File: config.mk
export PLATFORM = sky130hd
export DESIGN_NAME = nco_envelope_flat
export DESIGN_NICKNAME = d
export VERILOG_FILES = /design/src/rtl/nco_envelope_if.sv /design/src/rtl/nco_envelope.sv /design/src/flat_wrapper.sv
export SDC_FILE = /design/constraint.sdc
export NUM_CORES = 1
export LEC_CHECK = 0
export ABC_AREA = 1
export ABC_CLOCK_PERIOD_IN_PS = 7600
export CORE_MARGIN = 3
export CORE_UTILIZATION = 32
export DETAILED_ROUTE_END_ITERATION = 10
export PLACE_DENSITY = 0.51
export SETUP_SLACK_MARGIN = 0.2
export SLEW_MARGIN = 10
export SYNTH_ARGS = -nofsm -noshare
export SYNTH_HDL_FRONTEND = slang
export SYNTH_SLANG_ARGS = --single-unit
File: constraint.sdc
create_clock -name clk -period 7.6 [get_ports clk]
set_input_delay 0.76 -clock clk [delete_from_list [all_inputs] [get_ports clk]]
set_output_delay 0.76 -clock clk [all_outputs]
set_load 0.005 [all_outputs]
File: src/rtl/nco_envelope_if.sv
// Sample/control bundle between the NCO-side driver and the ADSR envelope stage.
interface nco_envelope_if #(
  parameter int unsigned BIT_DEPTH = 8
);
  logic [BIT_DEPTH-1:0] sample_in;
  logic                 gate;
  logic [15:0]          attack_inc;
  logic [15:0]          decay_dec;
  logic [15:0]          sustain_level;
  logic [15:0]          release_dec;
  logic [BIT_DEPTH-1:0] sample_out;
  logic                 out_valid;
  logic [15:0]          env_level;
  logic [2:0]           env_state;

  modport master (
    output sample_in, gate, attack_inc, decay_dec, sustain_level, release_dec,
    input  sample_out, out_valid, env_level, env_state
  );

  modport slave (
    input  sample_in, gate, attack_inc, decay_dec, sustain_level, release_dec,
    output sample_out, out_valid, env_level, env_state
  );
endinterface

File: src/rtl/nco_envelope.sv
// ADSR amplitude envelope applied about mid-scale to an offset-binary NCO sample stream.
module nco_envelope #(
  parameter int unsigned CLK_FREQ    = 50_000_000,
  parameter int unsigned SAMPLE_RATE = 48_000,
  parameter int unsigned BIT_DEPTH   = 8
) (
  input logic           clk,
  input logic           rst,
  nco_envelope_if.slave bus
);

  localparam int unsigned DIV = CLK_FREQ / SAMPLE_RATE;
  localparam int unsigned CW  = (DIV > 1) ? $clog2(DIV) : 1;
  localparam int unsigned PW  = BIT_DEPTH + 18;

  localparam logic [CW-1:0]        CntMax     = CW'(DIV - 1);
  localparam logic [BIT_DEPTH-1:0] SampleHalf = BIT_DEPTH'(1 << (BIT_DEPTH - 1));

  localparam logic [2:0] StIdle    = 3'd0;
  localparam logic [2:0] StAttack  = 3'd1;
  localparam logic [2:0] StDecay   = 3'd2;
  localparam logic [2:0] StSustain = 3'd3;
  localparam logic [2:0] StRelease = 3'd4;

  logic [CW-1:0]        cnt_q;
  logic                 tick;
  logic [2:0]           state_q, state_d;
  logic [15:0]          env_q, env_d;
  logic                 gate_q;
  logic [BIT_DEPTH-1:0] sample_q, sample_d;
  logic                 out_valid_q;

  logic                 rise;
  logic [16:0]          att_sum;
  logic signed [16:0]   dec_diff;
  logic                 att_hit, dec_hit, rel_hit;

  logic signed [BIT_DEPTH:0] s;
  logic signed [PW-1:0]      prod;
  logic [BIT_DEPTH-1:0]      p;
  logic                      unused_prod;

  assign tick = (cnt_q == CntMax);

  // Sample-rate divider: counts 0..DIV-1, tick on the last count.
  always_ff @(posedge clk) begin
    if (rst) begin
      cnt_q <= '0;
    end else if (tick) begin
      cnt_q <= '0;
    end else begin
      cnt_q <= cnt_q + 1'b1;
    end
  end

  assign rise     = bus.gate & ~gate_q;
  assign att_sum  = {1'b0, env_q} + {1'b0, bus.attack_inc};
  assign dec_diff = $signed({1'b0, env_q}) - $signed({1'b0, bus.decay_dec});
  assign att_hit  = (att_sum >= 17'd65535) || (bus.attack_inc == '0);
  // Signed compare so an undershoot below zero still lands on the sustain level.
  assign dec_hit  = (dec_diff <= $signed({1'b0, bus.sustain_level})) || (bus.decay_dec == '0);
  assign rel_hit  = (env_q <= bus.release_dec) || (bus.release_dec == '0);

  // Envelope next state: retrigger, then gate release, then per-state progression.
  always_comb begin
    state_d = state_q;
    env_d   = env_q;
    if (rise) begin
      state_d = StAttack;
    end else if (!bus.gate &&
                 (state_q == StAttack || state_q == StDecay || state_q == StSustain)) begin
      state_d = StRelease;
    end else begin
      case (state_q)
        StIdle: env_d = '0;
        StAttack: begin
          if (att_hit) begin
            env_d   = 16'hFFFF;
            state_d = StDecay;
          end else begin
            env_d = att_sum[15:0];
          end
        end
        StDecay: begin
          if (dec_hit) begin
            env_d   = bus.sustain_level;
            state_d = StSustain;
          end else begin
            env_d = dec_diff[15:0];
          end
        end
        StSustain: env_d = bus.sustain_level;
        StRelease: begin
          if (rel_hit) begin
            env_d   = '0;
            state_d = StIdle;
          end else begin
            env_d = env_q - bus.release_dec;
          end
        end
        default: begin
          env_d   = '0;
          state_d = StIdle;
        end
      endcase
    end
  end

  // Scale the signed sample by env/65536; bits above the kept slice are pure sign extension.
  assign s           = $signed({1'b0, bus.sample_in}) - $signed({1'b0, SampleHalf});
  assign prod        = PW'(s) * PW'($signed({1'b0, env_q}));
  assign p           = prod[BIT_DEPTH+15:16];
  assign unused_prod = ^{prod[PW-1:BIT_DEPTH+16], prod[15:0]};
  assign sample_d    = SampleHalf + p;

  // Registered envelope, gate history and output sample, advanced only on ticks.
  always_ff @(posedge clk) begin
    if (rst) begin
      state_q     <= StIdle;
      env_q       <= '0;
      gate_q      <= 1'b0;
      sample_q    <= SampleHalf;
      out_valid_q <= 1'b0;
    end else begin
      out_valid_q <= tick;
      if (tick) begin
        state_q  <= state_d;
        env_q    <= env_d;
        gate_q   <= bus.gate;
        sample_q <= sample_d;
      end
    end
  end

  assign bus.sample_out = sample_q;
  assign bus.out_valid  = out_valid_q;
  assign bus.env_level  = env_q;
  assign bus.env_state  = state_q;

endmodule

File: src/flat_wrapper.sv
// flat-port wrapper written by rule: the top's interface ports become plain ports
module nco_envelope_flat 
#(
  parameter int unsigned CLK_FREQ    = 50_000_000,
  parameter int unsigned SAMPLE_RATE = 48_000,
  parameter int unsigned BIT_DEPTH   = 8
)
  (clk, rst, bus_sample_in, bus_gate, bus_attack_inc, bus_decay_dec, bus_sustain_level, bus_release_dec, bus_sample_out, bus_out_valid, bus_env_level, bus_env_state);
  nco_envelope_if #(.BIT_DEPTH(BIT_DEPTH)) bus_i ();
  input logic clk;
  input logic rst;
  input wire logic [$bits(bus_i.sample_in)-1:0] bus_sample_in;
  input wire logic [$bits(bus_i.gate)-1:0] bus_gate;
  input wire logic [$bits(bus_i.attack_inc)-1:0] bus_attack_inc;
  input wire logic [$bits(bus_i.decay_dec)-1:0] bus_decay_dec;
  input wire logic [$bits(bus_i.sustain_level)-1:0] bus_sustain_level;
  input wire logic [$bits(bus_i.release_dec)-1:0] bus_release_dec;
  output wire logic [$bits(bus_i.sample_out)-1:0] bus_sample_out;
  output wire logic [$bits(bus_i.out_valid)-1:0] bus_out_valid;
  output wire logic [$bits(bus_i.env_level)-1:0] bus_env_level;
  output wire logic [$bits(bus_i.env_state)-1:0] bus_env_state;
  assign bus_i.sample_in = bus_sample_in;
  assign bus_i.gate = bus_gate;
  assign bus_i.attack_inc = bus_attack_inc;
  assign bus_i.decay_dec = bus_decay_dec;
  assign bus_i.sustain_level = bus_sustain_level;
  assign bus_i.release_dec = bus_release_dec;
  assign bus_sample_out = bus_i.sample_out;
  assign bus_out_valid = bus_i.out_valid;
  assign bus_env_level = bus_i.env_level;
  assign bus_env_state = bus_i.env_state;
  nco_envelope #(.CLK_FREQ(CLK_FREQ), .SAMPLE_RATE(SAMPLE_RATE), .BIT_DEPTH(BIT_DEPTH)) u_core (.clk(clk), .rst(rst), .bus(bus_i));
endmodule
# Word level (Yosys, flattened, before mapping)
# Cells that the tools add are included.
[word_totals]
ff_bits = 40
elab_cells = 54
output_inout_bits = 28
[op_classes]
n_lt_le_gt_ge = 3
n_eq_ne = 9
n_mul = 1
mux = 10
n_reduce_logical = 15
bitwise_logic = 4
add_sub_neg = 6
[op_table]
columns = ["operator", "n"]
rows = [
  ["one-hot mux 16 bit (4 select lines)", 1],
  ["logical NOT 16 bit", 3],
  ["two-way mux 16 bit", 3],
  ["multiplier 9 x 17 -> 24 bit", 1],
  ["adder 16 x 16 -> 17 bit", 1],
  [">= comparator 17 x 16 -> 1 bit, second input constant", 1],
  ["<= comparator 17 bit", 1],
  ["subtractor 16 x 16 -> 17 bit", 1],
  ["<= comparator 16 bit", 1],
  ["subtractor 16 bit", 1],
  ["two-way mux 3 bit", 5],
  ["one-hot mux 3 bit (4 select lines)", 1],
  ["adder 11 x 1 -> 11 bit, second input constant", 1],
  ["equality test 11 bit, second input constant", 1],
  ["subtractor 8 x 8 -> 9 bit, second input constant", 1],
  ["adder 8 bit, first input constant", 1],
  ["inequality test 4 x 2 -> 1 bit, second input constant", 2],
  ["equality test 3 x 2 -> 1 bit, second input constant", 2],
  ["logical OR 1 bit", 5],
  ["AND reduction 5 bit", 1],
  ["inequality test 4 x 1 -> 1 bit, second input constant", 1],
  ["OR reduction 2 bit", 2],
  ["equality test 3 x 1 -> 1 bit, second input constant", 1],
  ["equality test 3 bit, second input constant", 1],
  ["other kinds (7)", 9],
]

# Depth between registers and ports, before layout
[depth]
depth_word = 7
depth_mapped = 32
mapped_depth_nobuf = 30

# Least setup slack after synthesis
# Ideal clock, no wire load.
[synth_timing]
path_type = "input -> register"
from = "input bus_sample_in[6]"
to = "register u_core.sample_q[7] (netlist: u_core.bus.sample_out[7])"
setup_ns = 0.057
t_required_ns = 7.543
cell_stages = 22
arrival_time_ns = 5.424
path_slack_ns = 2.119
path_buffers = 2
path_cell_list = "clkbuf_1 clkbuf_1 nand2_1 fa_1 fa_1 inv_1 fa_1 fa_1 inv_1 fa_1 inv_1 ha_1 a21oi_1 nor2_1 a211oi_1 nor3_1 o21ai_0 nand3_1 or2_2 nand3_1 o21ai_0 inv_1"
[synth_between]
elab_chain_cells = 3
[synth_rtl]
columns = ["item", "line", "rtl"]
rows = [
  ["from (decl)", "flat_wrapper.sv:12", "input wire logic [$bits(bus_i.sample_in)-1:0] bus_sample_in;"],
  ["subtractor 8 x 8 -> 9 bit", "nco_envelope.sv:110", "assign s = $signed({1'b0, bus.sample_in}) - $signed({1'b0, SampleHalf});"],
  ["multiplier 9 x 17 -> 24 bit", "nco_envelope.sv:111", "assign prod = PW'(s) * PW'($signed({1'b0, env_q}));"],
  ["adder 8 bit", "nco_envelope.sv:114", "assign sample_d = SampleHalf + p;"],
  ["to (signal assigned)", "nco_envelope.sv:122", "sample_q <= SampleHalf;"],
  ["to (signal assigned)", "nco_envelope.sv:130", "sample_q <= sample_d;"],
  ["to (decl)", "nco_envelope.sv:30", "logic [BIT_DEPTH-1:0] sample_q, sample_d;"],
]
# No other way between the ends.
# A chain may end at the register's enable or synchronous reset.

# Worst setup path after layout
[layout_timing]
from = "input bus_sample_in[4]"
to = "register u_core.sample_q[7] (netlist: u_core.bus.sample_out[7])"
# Same word-level chain as after synthesis.

==> metrics.txt <==
status finished, final reports clean; Slowest cell on crit path clkdlybuf4s50_1; Data arrival, critical path ~6.3 ns; Critical Path, Cell by Cell clkdlybuf4s50_1 > nand2_1 > inv_1 > fa_1 > inv_1 > fa_1 > inv_1 > fa_1 > fa_1 > inv_1 > fa_1 > inv_1 > ha_1 > a21oi_1 > nor2_1 > a211oi_1 > nor3_1 > o21ai_0 > nand3_1 > or2_2 > nand3_1 > o21ai_0 > inv_1; post-CTS setup buffer count 0; 1st-iter DRT viols between 600 and 700; area grow syn2layout 15.4%; Root Buffer clkbuf_16; DP Worst Slack approximately 1.3 ns; worst setup margin ~1.5 ns; Critical Path Source bus_sample_in[4]; syn nets 1,850; most frequently used flop master after synthesis dfxtp_1; Yosys top cell by area fa_1; setup violators final 0; combinational fraction of design power 0.345; Power Internal ~0.44 mW; Tot GR Track Use 0.198; initial antenna violation count 0; first-pass GRT wire length 53,000 microns; Clk pin slew, worst setup/hold paths around 0.06 ns; CP required about 7.8 ns; antenna cells 0; EDFF count, synth 0; fin. max-slew vios 0; Hold Path Class register to register; unrepaired setup endpoints after global routing no; Die X around 180 microns; largest net degree at the start of global routing 28; final non-filler cell total approximately 2,000; hold_buf cts 0; dpl cells 2,016; P_sw around 0.21 mW; fin crit share 0.801; Core Area ~31,000 sq um; maximum vdd drop 0.0746 mV; IO Count about 100; final instance area around 12,000 sq um; GPL Wtd Cong roughly 0.90; Critical Path End Type register; Post-DP HPWL about 28,000 microns; GRT overflow 0; Slew @ Worst Pin 1.14 ns; Switching Share 0.328; Final Util 0.378; CTS buffer count 5; Rel. slew slack 0.235; DR WL/cell 16.5 microns; crit path max fanout 16; Yosys cell types 48; Tmin final 6.09 ns; DRT Wirelength approximately 33,000 microns; DIE AREA about 34,000 sq um; Final Skew between 0.005 and 0.006 ns; clock power share 0.331; Initial Util 0.327; most common cell in the synthesized netlist nand2_1; Synth top cells by count 418 x nand2_1, 325 x inv_1, 121 x ha_1; Flop pwr share 0.324; Ys Warns 0; layout cells sized above 1 0.0369; total power ~0.66 mW; H-tree levels 2; Leakage 6.43 nW; Die Y about 180 microns; Placement Cell Area 11,500 sq um; Worst Path Buf+Inv 7; clk buf depth 2; Worst path most repeated cell inv_1; row count 64; CP Class input pin to register; synth top area cells fa_1 20%, nand2_1 16%, ha_1 15%; cell count after synthesis around 1,600; Residual DRC 0; register area share after synthesis 0.0794; Post-CTS Resized 0; CTS sink cnt 40; max cap viols 0; FF-to-FF Start u_core.bus.env_level[2]; Synth Register Bits 40; clock tree from TritonCTS built; fmax between 0.15 and 0.2 GHz; Synth Cell Area 10,100 sq um; vias in the first global route 9,768; Via density about 5; PD cells about 56 nW/um^2; clock latency at the later pin of the worst-skew pair 0.28 ns; # nets final between 1,500 and 2,000; share of the synthesized area in the top cell type 0.200; Async SR Flop Fraction 0; Routed Antenna Nets 0; syn avg cell area approximately 6.5 sq um; vias post-DR between 9,000 and 10,000; Worst path max stage delay roughly 0.8 ns; Hold Vio Cnt, Final 0; first drt pass iteration count 5; hold_sp u_core.bus.sample_out[2]; Fin Setup TNS 0 ns; CP delay by family, top adder cells; Worst setup SP type input pin; PortBufs roughly 100; Hold Slack around 0.46 ns
-- flip-flops by register name (all words and copies together), names as in the netlist --
| signal | cells |
|---|---|
| u_core.gate_q | 1 |
| u_core.bus.out_valid | 1 |
| u_core.bus.sample_out | 8 |
| u_core.cnt_q | 11 |
| u_core.bus.env_level | 16 |
| u_core.bus.env_state | 3 |
-- power by group through the flow --
| stage | clock [mW] | combinational (mW) | sequential (mW) |
|---|---|---|---|
| CTS | 0.224 | 0.226 | 0.213 |
| global route | 0.230 | 0.256 | 0.213 |
| floorplan | 0 | 0.136 | 0.217 |
| finish | 0.217 | 0.226 | 0.213 |
| global placement | 0 | 0.223 | 0.217 |
| detailed placement | 0 | 0.224 | 0.217 |
-- routing by layer --
layer | global-route usage | wire length, microns
met3 | 0.0208 | 1780
met5 | 0 | 0
met4 | 0.0347 | 599
met1 | 0.300 | 16800
met2 | 0.307 | 14100
-- layout by cell type, fill, tap and decap left out, types with 2 or more instances in the layout --
master           synthesis  layout
nand2_1                418     418
inv_1                  325     325
ha_1                   121     121
nand3_1                109     109
clkdlybuf4s50_1          0     102
fa_1                   101     101
nor2_1                  90      90
a21oi_1                 85      85
dfxtp_1                 40      40
o21ai_0                 29      29
nor3_1                  21      21
xor2_1                  18      18
nand4_1                 17      17
nand3b_1                15      15
nor4_1                  15      15
inv_2                   13      13
xnor2_1                 12      12
a21oi_2                 11      11
o22ai_1                 11      11
buf_4                    0      10
o21ai_1                  6       6
a21o_1                   5       5
clkbuf_16                0       5
or2_2                    4       4
o21ai_2                  4       4
o21bai_1                 4       4
a31oi_1                  4       4
and2_1                   3       3
a211oi_1                 3       3
nand2_2                  2       2
clkinv_1                 2       2
nor2_2                   2       2
nand3_2                  2       2
a22oi_1                  2       2
clkbuf_8                 0       2
-- path summary, 6_finish.rpt --
check / endpoint / slack (ns) / depth (start not counted)
hold reg to reg: u_core.bus.sample_out[2] / 0.46 / 2
hold / removal: u_core.bus.sample_out[2] / 0.46 / 2
setup reg to reg: u_core.bus.sample_out[7] / 2.05 / 20
setup / recovery: u_core.bus.sample_out[7] / 1.51 / 23
-- kinds of logic (layout without fill, tap and decap cells) --
| family | after synthesis | in the layout | synth area share |
|---|---|---|---|
| AO/OA/AOI/OAI | 173 | 173 | 0.101 |
| XOR/XNOR | 30 | 30 | 0.0261 |
| adder cells (fa/ha/maj) | 222 | 222 | 0.351 |
| buffers and inverters | 385 | 459 | 0.145 |
| flip-flops | 40 | 40 | 0.0794 |
| AND/OR/NAND/NOR | 703 | 703 | 0.298 |
-- cell type report --
| class | count | area [sq um] |
|---|---|---|
| fillers | 3339 | 19200 |
| multi-input cells | 1128 | 7820 |
| inverters | 340 | 1280 |
| repair buffers | 112 | 1100 |
| flip-flops and latches | 40 | 801 |
| well taps | 396 | 495 |
| clock buffers | 7 | 153 |
-- worst reg2reg max path, stage by stage, from the launching register on --
cell	delay, ns
dfxtp_1	0.87
nand2_1	0.15
fa_1	0.50
fa_1	0.55
inv_1	0.06
fa_1	0.53
fa_1	0.55
inv_1	0.06
fa_1	0.51
inv_1	0.05
ha_1	0.33
a21oi_1	0.14
nor2_1	0.05
a211oi_1	0.31
nor3_1	0.10
o21ai_0	0.16
nand3_1	0.11
or2_2	0.28
nand3_1	0.07
o21ai_0	0.08
inv_1	0.06
(Power assumes the default switching activity.)
==> edit 1: new RTL, same settings <==
`SAMPLE_RATE` is set to 48_000 in 2 places; all go to 192_000.
--- a/src/rtl/nco_envelope.sv
+++ b/src/rtl/nco_envelope.sv
@@ -2,5 +2,5 @@
 module nco_envelope #(
   parameter int unsigned CLK_FREQ    = 50_000_000,
-  parameter int unsigned SAMPLE_RATE = 48_000,
+  parameter int unsigned SAMPLE_RATE = 192_000,
   parameter int unsigned BIT_DEPTH   = 8
 ) (
--- a/src/flat_wrapper.sv
+++ b/src/flat_wrapper.sv
@@ -3,5 +3,5 @@
 #(
   parameter int unsigned CLK_FREQ    = 50_000_000,
-  parameter int unsigned SAMPLE_RATE = 48_000,
+  parameter int unsigned SAMPLE_RATE = 192_000,
   parameter int unsigned BIT_DEPTH   = 8
 )
Behaviour: no difference found for any inputs over 10 cycles, from zero or initial values and one cycle with rst high; that may be too few to reach the edited logic, so the function may still have changed.
==> edit 1 against the original RTL <==
- sequential share of layout area is 0.45 points lower
- core utilization is 0.43 points higher
- synthesized area is 1.3% higher
- count of clock-buffer cells in the layout is 1 lower
- clock skew is 0.0057 ns higher
- sequential cell count is 2 lower
- power is 0.35% higher
- setup slack better by 0.34 ns
- global-route usage is 0.14 points higher
- wire length is 0.32% higher
- design area is 1.7% higher
- die area is 1.2% higher
- critical path type unchanged
==> edit 1: results (changes against the original RTL) <==
{
  "area_overhead_of_the_layout_relative_to_synthesis_pct": 15.9,
  "grt_pass1_wl": {"value": 53.6, "unit": "mm", "change": "+1.1%"},
  "switching_part_of_the_total_power": {"value": 35.6, "unit": "%", "change": "+2.8 points"},
  "drt_wl_total": {"value": 33.4, "unit": "mm", "change": "+0.32%"},
  "reg2reg_from": "u_core.bus.env_level[0]$_SDFFE_PP0P_",
  "multi_input_area": {"value": 7850, "unit": "um2", "change": "+0.42%"},
  "detailroute.via_count": {"value": 9990, "change": "+0.22%"},
  "place.detailed.hpwl": {"value": 27.9, "unit": "mm", "change": "+1.4%"},
  "hold_path.startpoint": "u_core.cnt_q[0]$_SDFF_PP0_",
  "grt.met3_usage": {"value": 1.87, "unit": "%", "change": "-0.20 points"},
  "grt.met1_usage": {"value": 27.5, "unit": "%", "change": "-2.5 points"},
  "synth_seq_area_share": {"value": 7.45, "unit": "%", "change": "-0.49 points"},
  "synth.net_count": {"value": 1890, "change": "+2.2%"},
  "status": "completed",
  "nets": {"value": 1976, "change": "+2.7%"},
  "initialDrtViolationCount": {"value": 542, "change": "-21%"},
  "fin_skew": {"value": 0.0111, "unit": "ns", "change": "+0.00569 ns"},
  "grt_start_max_net_pins": {"value": 27, "change": "-3.6%"},
  "met1_wirelength": {"value": 15.9, "unit": "mm", "change": "-5.5%"},
  "layout.non_clock_buffers": {"value": 124, "change": "+11%"},
  "comb.multi_input.count": {"value": 1141, "change": "+1.2%"},
  "worst_r2r_endpoint": "u_core.bus.sample_out[4]$_SDFFE_PP0P_",
  "final_estimated_routing_congestion_in_global_placement": {"value": 0.900, "change": "-0.43%"},
  "wl_met2": {"value": 15.5, "unit": "mm", "change": "+9.6%"},
  "fin_crit": {"value": 5.75, "unit": "ns", "change": "-0.339 ns"},
  "pre_cts_slack": {"value": 1.48, "unit": "ns", "change": "+0.191 ns"},
  "hold_slack": {"value": 0.447, "unit": "ns", "change": "-0.0174 ns"},
  "timing.reg2reg.worst_path_depth": {"value": 26, "change": "+30%"},
  "gr-usage-all-layers": {"value": 19.9, "unit": "%", "change": "+0.14 points"},
  "end_of_the_worst_hold_path": "u_core.cnt_q[0]$_SDFF_PP0_",
  "dieArea": {"value": 34100, "unit": "um2", "change": "+1.2%"},
  "n_sequential_cell": {"value": 38, "change": "-5.0%"}
}
## edit 1: worst reg2reg max path: stages (launching register included)
cell	delay (ns)
sky130_fd_sc_hd__dfxtp_1	0.71
sky130_fd_sc_hd__inv_1	0.36
sky130_fd_sc_hd__nand2_1	0.18
sky130_fd_sc_hd__fa_1	0.45
sky130_fd_sc_hd__fa_1	0.55
sky130_fd_sc_hd__inv_1	0.06
sky130_fd_sc_hd__fa_1	0.52
sky130_fd_sc_hd__fa_1	0.55
sky130_fd_sc_hd__inv_1	0.05
sky130_fd_sc_hd__fa_1	0.51
sky130_fd_sc_hd__inv_1	0.04
sky130_fd_sc_hd__ha_1	0.30
sky130_fd_sc_hd__nand2_1	0.07
sky130_fd_sc_hd__nor2_1	0.16
sky130_fd_sc_hd__nand2_1	0.07
sky130_fd_sc_hd__nand2_1	0.08
sky130_fd_sc_hd__nand2_1	0.04
sky130_fd_sc_hd__nand2_1	0.05
sky130_fd_sc_hd__nand3_1	0.06
sky130_fd_sc_hd__nand2_1	0.09
sky130_fd_sc_hd__nand2_1	0.06
sky130_fd_sc_hd__nand2_1	0.09
sky130_fd_sc_hd__nand2_1	0.08
sky130_fd_sc_hd__nand2_1	0.06
sky130_fd_sc_hd__nand2_1	0.04
sky130_fd_sc_hd__nand3_1	0.06
sky130_fd_sc_hd__nand2_1	0.05
## edit 1: power groups by stage
stage / sequential, mW / combinational [mW] / clock, mW
after floorplan: 0.206 / 0.136 / 0
after global placement: 0.206 / 0.227 / 0
after detailed placement: 0.206 / 0.227 / 0
after CTS: 0.201 / 0.229 / 0.238
after global routing: 0.201 / 0.256 / 0.241
final: 0.201 / 0.228 / 0.228
==> edit 2: new RTL, same settings <==
Without the edit above. Make the reset (`rst`) asynchronous in 2 clocked blocks.
--- a/src/rtl/nco_envelope.sv
+++ b/src/rtl/nco_envelope.sv
@@ -44,5 +44,5 @@
 
   // Sample-rate divider: counts 0..DIV-1, tick on the last count.
-  always_ff @(posedge clk) begin
+  always_ff @(posedge clk or posedge rst) begin
     if (rst) begin
       cnt_q <= '0;
@@ -115,5 +115,5 @@
 
   // Registered envelope, gate history and output sample, advanced only on ticks.
-  always_ff @(posedge clk) begin
+  always_ff @(posedge clk or posedge rst) begin
     if (rst) begin
       state_q     <= StIdle;
Check against the original RTL: no difference found for any inputs over 10 cycles, from zero or initial values and one cycle with rst high; that may be too few to reach the edited logic, so the function may still have changed.
==> edit 2 against the original RTL <==
- sequential share of layout area grew 1.7 points
- wire length decreased by 4.6%
- setup slack improved by 0.062 ns
- synthesized area is 0.45% higher
- core utilization rose by 0.23 points
- clock skew grew 0.0040 ns
- sequential cell count unchanged
- hold slack improved by 0.0065 ns
- design area rose by 0.87%
- power is 15% higher
- register-to-register slack lost 0.02 ns
- critical path type unchanged
- highest routed layer unchanged
==> edit 2: results (changes against the original RTL) <==
{
  "status": "completed",
  "timing.reg2reg.worst_path_depth": {"value": 24, "change": "+20%"},
  "hold_path.startpoint": "u_core.cnt_q[0]$_DFF_PP0_",
  "nets": {"value": 1874, "change": "-2.6%"},
  "pre_cts_slack": {"value": 1.25, "unit": "ns", "change": "-0.0423 ns"},
  "grt.met3_usage": {"value": 2.41, "unit": "%", "change": "+0.34 points"},
  "post_synth_main_area_contributors": "sky130_fd_sc_hd__fa_1, sky130_fd_sc_hd__ha_1, sky130_fd_sc_hd__nand2_1",
  "detailroute.via_count": {"value": 9528, "change": "-4.4%"},
  "met1_wirelength": {"value": 15.2, "unit": "mm", "change": "-9.7%"},
  "vdd_ir_drop_max": {"value": 0.0000818, "unit": "V", "change": "+9.7%"},
  "synthAdderAreaFrac": {"value": 34.9, "unit": "%", "change": "-0.16 points"},
  "power.clock.total": {"value": 0.247, "unit": "mW", "change": "+14%"},
  "synth-compound-area-share": {"value": 9.56, "unit": "%", "change": "-0.56 points"},
  "grt_start_max_net_pins": {"value": 41, "change": "+46%"},
  "fin_skew": {"value": 0.00938, "unit": "ns", "change": "+0.00402 ns"},
  "post_drt_wl_per_cell": {"value": 16.1, "unit": "um", "change": "-2.3%"},
  "r2r_setup_slack": {"value": 2.03, "unit": "ns", "change": "-0.02 ns"},
  "post_route_cells_drive_above_1_share": {"value": 5.01, "unit": "%", "change": "+1.3 points"},
  "yosys-top-cells-count": "sky130_fd_sc_hd__nand2_1, sky130_fd_sc_hd__inv_1, sky130_fd_sc_hd__ha_1",
  "final_estimated_routing_congestion_in_global_placement": {"value": 0.889, "change": "-1.6%"},
  "max_slew.worst_pin.slew": {"value": 0.873, "unit": "ns", "change": "-0.270 ns"},
  "critPathMaxStageDelay": {"value": 0.89, "unit": "ns", "change": "+0.10 ns"},
  "async_reset_ff_share": {"value": 100, "unit": "%", "change": "+100 points"},
  "met3_length": {"value": 1.43, "unit": "mm", "change": "-19%"},
  "worst_hold_path.num_cells": {"value": 1, "change": "-1"},
  "synth.net_count": {"value": 1794, "change": "-3.0%"},
  "critical_path_launch_point": "bus_sample_in[2]",
  "grt_pass1_wl": {"value": 51.6, "unit": "mm", "change": "-2.6%"},
  "comb_power_share": {"value": 39.1, "unit": "%", "change": "+4.6 points"},
  "end_of_the_worst_hold_path": "u_core.cnt_q[0]$_DFF_PP0_",
  "dominantRegCellSynth": "sky130_fd_sc_hd__dfrtp_1",
  "met2_track_utilization_from_global_routing": {"value": 31.3, "unit": "%", "change": "+0.60 points"},
  "place.detailed.hpwl": {"value": 26.4, "unit": "mm", "change": "-4.1%"}
}
[edit 2: cells by family (layout without fill, tap and decap cells)]
group / after synthesis / count (layout)
buffers and inverters: 375 / 456
DFF: 40 / 40
and+or+nand+nor: 653 / 653
AOI/OAI and AO/OA: 169 / 169
adders and majority gates: 222 / 222
xor gates and xnor gates: 38 / 38
[edit 2: stage by stage]
step | std cells | hold WS [ns] | cell area [um2] | util (%)
after CTS | 1974 | 0.475 | 11700 | 38.0
final | 1974 | 0.471 | 11700 | 38.0
after floorplan | 1497 | 0.432 | 10100 | -
after global placement | 1966 | 0.458 | 11600 | 37.4
after global routing | 1974 | 0.495 | 11700 | 38.0
after detailed placement | 1966 | 0.468 | 11600 | 37.4
[edit 2: final cells by class]
type	instances	share of cell area, %
clock inverter	2	0.330
sequential	40	8.53
timing repair buffer	116	9.59
clock buffer	6	1.18
inverter	332	10.6
tap	396	4.22
multi-input combinational	1082	65.5
